### src/rtl/mmio_timer_responder_pkg.sv
// Shared register map, CTRL bit layout and default constants for the MMIO timer,
// imported by both the RTL and the bench.
package mmio_timer_responder_pkg;

  localparam logic [31:0] BASE_DEFAULT = 32'hFFFF_FF00;
  localparam logic [31:0] ID_DEFAULT   = 32'h5449_4D31;

  localparam logic [5:0] OFF_CTRL    = 6'd0;
  localparam logic [5:0] OFF_COUNT   = 6'd1;
  localparam logic [5:0] OFF_COMPARE = 6'd2;
  localparam logic [5:0] OFF_STATUS  = 6'd3;
  localparam logic [5:0] OFF_ID      = 6'd4;

  localparam int CTRL_EN         = 0;
  localparam int CTRL_AUTORELOAD = 1;
  localparam int CTRL_IRQEN      = 2;
  localparam int CTRL_W          = 3;

endpackage

### src/rtl/timer_core.sv
// Counter, compare and sticky MATCH flag; the top decodes the bus into
// per-register write strobes and this block owns all timer state.
module timer_core
  import mmio_timer_responder_pkg::*;
(
  input  logic              clock,
  input  logic              reset,
  input  logic              ctrl_we,
  input  logic              count_we,
  input  logic              compare_we,
  input  logic              status_we,
  input  logic [31:0]       wdata,
  output logic [CTRL_W-1:0] ctrl,
  output logic [31:0]       count,
  output logic [31:0]       compare,
  output logic              match
);

  logic en;
  logic hit_cmp;

  assign en      = ctrl[CTRL_EN];
  assign hit_cmp = en && (count == compare);

  always_ff @(posedge clock or posedge reset) begin
    if (reset) begin
      ctrl    <= '0;
      count   <= '0;
      compare <= '0;
      match   <= 1'b0;
    end else begin
      if (ctrl_we)    ctrl    <= wdata[CTRL_W-1:0];
      if (compare_we) compare <= wdata;

      // A CPU write beats both the reload and the increment.
      if (count_we)                              count <= wdata;
      else if (hit_cmp && ctrl[CTRL_AUTORELOAD]) count <= '0;
      else if (en)                               count <= count + 32'd1;

      // A new match beats a simultaneous write-1-to-clear.
      if (hit_cmp)                    match <= 1'b1;
      else if (status_we && wdata[0]) match <= 1'b0;
    end
  end

endmodule

### src/rtl/mmio_timer_responder.sv
// Memory-mapped timer slave: decodes a 256-byte window, registers read data and
// Hit one cycle after the access, and drives Irq from register state only.
module mmio_timer_responder
  import mmio_timer_responder_pkg::*;
#(
  parameter logic [31:0] BASE     = BASE_DEFAULT,
  parameter logic [31:0] ID_VALUE = ID_DEFAULT
) (
  input  logic        clock,
  input  logic        reset,
  input  logic [31:0] Address,
  input  logic        MemWriteRead,
  input  logic [31:0] WriteData,
  output logic [31:0] ReadData,
  output logic        Hit,
  output logic        Irq
);

  logic              in_window;
  logic [5:0]        offset;
  logic              wr;
  logic [CTRL_W-1:0] ctrl;
  logic [31:0]       count;
  logic [31:0]       compare;
  logic              match;
  logic [31:0]       rd_next;
  logic              unused_addr_lsbs;

  assign in_window        = (Address[31:8] == BASE[31:8]);
  assign offset           = Address[7:2];
  assign wr               = in_window && MemWriteRead;
  assign unused_addr_lsbs = ^Address[1:0];

  timer_core u_core (
    .clock      (clock),
    .reset      (reset),
    .ctrl_we    (wr && (offset == OFF_CTRL)),
    .count_we   (wr && (offset == OFF_COUNT)),
    .compare_we (wr && (offset == OFF_COMPARE)),
    .status_we  (wr && (offset == OFF_STATUS)),
    .wdata      (WriteData),
    .ctrl       (ctrl),
    .count      (count),
    .compare    (compare),
    .match      (match)
  );

  always_comb begin
    rd_next = '0;
    if (in_window && !MemWriteRead) begin
      case (offset)
        OFF_CTRL:    rd_next = {{(32-CTRL_W){1'b0}}, ctrl};
        OFF_COUNT:   rd_next = count;
        OFF_COMPARE: rd_next = compare;
        OFF_STATUS:  rd_next = {31'd0, match};
        OFF_ID:      rd_next = ID_VALUE;
        default:     rd_next = '0;
      endcase
    end
  end

  always_ff @(posedge clock or posedge reset) begin
    if (reset) begin
      ReadData <= '0;
      Hit      <= 1'b0;
    end else begin
      ReadData <= rd_next;
      Hit      <= in_window;
    end
  end

  assign Irq = match && ctrl[CTRL_IRQEN];

endmodule
### config.mk
export PLATFORM = sky130hd
export DESIGN_NAME = mmio_timer_responder
export DESIGN_NICKNAME = d
export VERILOG_FILES = /design/src/rtl/mmio_timer_responder_pkg.sv /design/src/rtl/timer_core.sv /design/src/rtl/mmio_timer_responder.sv
export SDC_FILE = /design/constraint.sdc
export NUM_CORES = 1
export LEC_CHECK = 0
export BUFFER_PORTS_ARGS = -buffer_cell sky130_fd_sc_hd__buf_4
export CORE_ASPECT_RATIO = 0.8
export CORE_MARGIN = 2
export CORE_UTILIZATION = 45
export CTS_CLUSTER_DIAMETER = 30
export DETAILED_ROUTE_END_ITERATION = 7
export PLACE_DENSITY_LB_ADDON = 0.12
export SYNTH_ARGS = -nofsm -noshare
export SYNTH_HDL_FRONTEND = slang
export SYNTH_SLANG_ARGS = --single-unit
### constraint.sdc
create_clock -name clock -period 4.55 [get_ports clock]
set_clock_uncertainty 0.1 [all_clocks]
set_input_delay 1.1375 -clock clock [delete_from_list [all_inputs] [get_ports clock]]
set_output_delay 1.1375 -clock clock [all_outputs]
set_load 0.02 [all_outputs]
==> summary.txt <==
Worst setup path
  • CP Class: register to register
  • R2R Path End: u_core.count[30]$_DFFE_PP0P_
  • Critical path launch point type: register
  • Start point of the critical path: u_core.ctrl[0]$_DFFE_PP0P_
  • Crit-path max FO: 26
  • CP Capture Type: register
  • Critical Path AT: 3230 ps
  • Worst Setup EP: u_core.count[30]$_DFFE_PP0P_
  • Setup slack, reg-to-reg: 1440 ps
  • R2r startpoint: u_core.ctrl[0]$_DFFE_PP0P_
  • Worst path required time: 4660 ps
  • Depth of the most critical reg-to-reg path: 6

GRT
  • First-pass GRT wire length: 22.8 mm
  • Largest net degree at the start of global routing: 80
  • Total Routing Usage GR: 22.7%
  • Initial antenna violation count: 0
  • Vias in the first global route: 4,322
  • Grt total ovfl: 0

Synth
  • Main area contributors after synthesis: dfrtp_1 47%, mux2_2 7.1%, xor2_1 5.1%
  • Cell Area, Synth: 0.00536 mm²
  • Post-synthesis register bit count: 101
  • Top FF cell, synth: dfrtp_1
  • Synth Instances: 531
  • Top cell type's share of synthesized area: 47.2%
  • Syn Nets: 599
  • Cell taking the most area after synthesis: dfrtp_1
  • Register area share after synthesis: 47.2%
  • Avg Cell Area, Syn: 10.1 µm²
  • Distinct cells, synth: 51
  • Yosys warning count: 0
  • Post-synth EDFFs: 0
  • Asr flop ratio synth: 100%

Place
  • Post-DP Area: 0.00618 mm²
  • Placer Congestion: 0.848
  • Worst slack, placed: 1110 ps
  • Buffers on Ports: 98
  • Detailed Place HPWL: 9.49 mm

STA
  • Fin Setup TNS: 0 ps
  • Slew @ Worst Pin: 990 ps
  • Final min period: 3110 ps
  • Final setup fails: 0
  • Final Max Slew Viols: 0
  • Final period util: 68.5%
  • Slack of the critical path: 1440 ps
  • Final Hold Fails: 0
  • RSZ-0062 raised after global routing: false
  • Worst rel slew slack: 34.0%
  • FMAX: 321 MHz

Outcome
  • Status: finished, final reports clean

Clocking
  • CTS Sinks: 101
  • H-tree lvl count: 3
  • CTS tree: yes
  • # resized after CTS: 0
  • Clk_lat worst skew: 350 ps
  • CTS buffer count: 9
  • Hold_buf cts: 0
  • Clock Tree Buf Depth: 2
  • Postcts setup bufs: 0
  • Worst-path clk slew: 70 ps
  • CTS root buffer: clkbuf_16

Final layout
  • Final Cell Area: 0.00654 mm²
  • Layout cells sized above 1: 28.2%
  • Area growth from synthesis to layout: 22.1%
  • Antenna Cells: 0
  • Net count, final: 677
  • Final core occ: 56.6%

Power and ir drop
  • Switching Share: 19.6%
  • Clock share of power: 49.0%
  • Combinational share of power: 4.3%
  • Psw: 0.377 mW
  • Static leakage: 3.02 nW
  • Flop pwr share: 46.7%
  • Pwr Total: 1.92 mW
  • Internal Power: 1.54 mW
  • Pwr dens: 294 mW/mm²
  • Peak supply drop: 0.000164 V

Drt
  • Drt wl/cell: 18.6 µm
  • Final routed DRC violation total: 0
  • Final WL: 14.2 mm
  • Vias/cell: 5.90
  • Initial DRC count: 288
  • Routed vias: 4,491
  • Detailed-router iteration count before antenna repair: 5
  • Post-route ant nets: 0

Floorplanning
  • Num rows: 35
  • Die Y: 102 µm
  • Die area: 0.0128 mm²
  • Io pins: 101
  • Initial core utilization: 46.3%
  • Die width: 126 µm
  • CORE AREA: 0.0116 mm²

Job
  • Max_cap viols: 0

Worst hold path
  • Worst Hold Class: register to register
-- registers in the layout, summed over array words and instances (netlist names) --
signal and flops:
u_core.count 32, ReadData 32, u_core.ctrl 3, u_core.match 1, Hit 1, u_core.compare 32
-- critical path: stages, from the launching register on --
cell and delay (ps):
dfrtp_1 970, nand4_1 420, nor4_4 720, buf_4 390, o21ai_0 150, nand2_1 130, a31oi_1 80
-- cell usage after synthesis (8+ instances only) --
library cell  instances
o221ai_1             11
nor2_1               66
inv_1                16
dfrtp_1             101
a21oi_1              17
mux2_2               34
xor2_1               31
o21a_1               12
a221oi_1             13
nand4_1              15
mux2i_1              15
o21ai_0              20
nor4_1               10
a22oi_1              17
nand3_1              10
nor3_1                8
nand2_1              30
a31oi_1               8
buf_2                16
clkbuf_1             20
-- cell type report --
type	instances	area, µm²
fillers	1033	5020
multi-input cells	372	2590
flip-flops and latches	101	2530
repair buffers	108	811
clock buffers	11	243
well taps	148	185
clock inverters	4	120
inverters	17	66.3
-- power by group through the flow --
stage,sequential [mW],clock (mW),combinational [mW]
2_1_floorplan,0.915,0,0.0251
3_3_place_gp,0.915,0,0.0820
3_5_place_dp,0.915,0,0.0837
4_1_cts,0.897,0.955,0.0839
5_1_grt,0.897,0.992,0.0910
6_report,0.897,0.942,0.0821
-- metal layers --
metal	global-route usage, %	share of wire, %	vias to the layer above
li1	-	-	2073
met5	0	0	-
met2	36.0	46	175
met1	31.1	45	2219
met4	7.35	1.9	0
met3	5.28	6.9	24
-- worst min-delay path by stage --
stage	startpoint	end	slack (ps)	cells after the start
final	u_core.ctrl[2]$_DFFE_PP0P_	u_core.ctrl[2]$_DFFE_PP0P_	430	1
after global routing	u_core.ctrl[2]$_DFFE_PP0P_	u_core.ctrl[2]$_DFFE_PP0P_	460	1
after CTS	u_core.ctrl[2]$_DFFE_PP0P_	u_core.ctrl[2]$_DFFE_PP0P_	430	1
after detailed placement	u_core.ctrl[2]$_DFFE_PP0P_	u_core.ctrl[2]$_DFFE_PP0P_	420	1
after global placement	u_core.ctrl[2]$_DFFE_PP0P_	u_core.ctrl[2]$_DFFE_PP0P_	410	1
after floorplan	u_core.match$_DFFE_PP0P_	u_core.match$_DFFE_PP0P_	380	2
-- per-stage QoR --
step	instances	hold WS, ps
after floorplan	531	382
after global placement	746	407
after detailed placement	746	416
after CTS	761	432
after global routing	761	457
final	761	427
-- cells by family (layout without fill, tap and decap cells) --
| kind of cell | Yosys count | after routing | synth area share, % |
|---|---|---|---|
| AOI/OAI and AO/OA | 111 | 111 | 14.3 |
| xor gates and xnor gates | 32 | 32 | 5.23 |
| adders and majority gates | 1 | 1 | 0.234 |
| buffers and inverters | 58 | 140 | 4.91 |
| DFF | 101 | 101 | 47.2 |
| muxes | 52 | 52 | 10.8 |
| and+or+nand+nor | 176 | 176 | 17.4 |
-- placed cells by master, fill, tap and decap left out, drive strengths merged, types with 2 or more instances in the layout --
cell type,netlist,final
nor2b,4,4
o21ai,22,22
mux2,36,36
a221oi,13,13
inv,16,16
and3,4,4
nand2b,2,2
nor4,14,14
a21oi,17,17
bufinv,0,4
nand3b,2,2
and4,2,2
mux2i,15,15
xor2,31,31
a2bb2oi,4,4
a41oi,3,3
o221ai,11,11
buf,19,108
or4,3,3
nor2,66,66
nand2,31,31
and2,4,4
clkbuf,22,11
or3b,3,3
nand4,16,16
a22oi,17,17
nor3,10,10
o21a,12,12
nand3,12,12
o31ai,3,3
dfrtp,101,101
a31oi,8,8
Power figures use the tool's default switching activity.
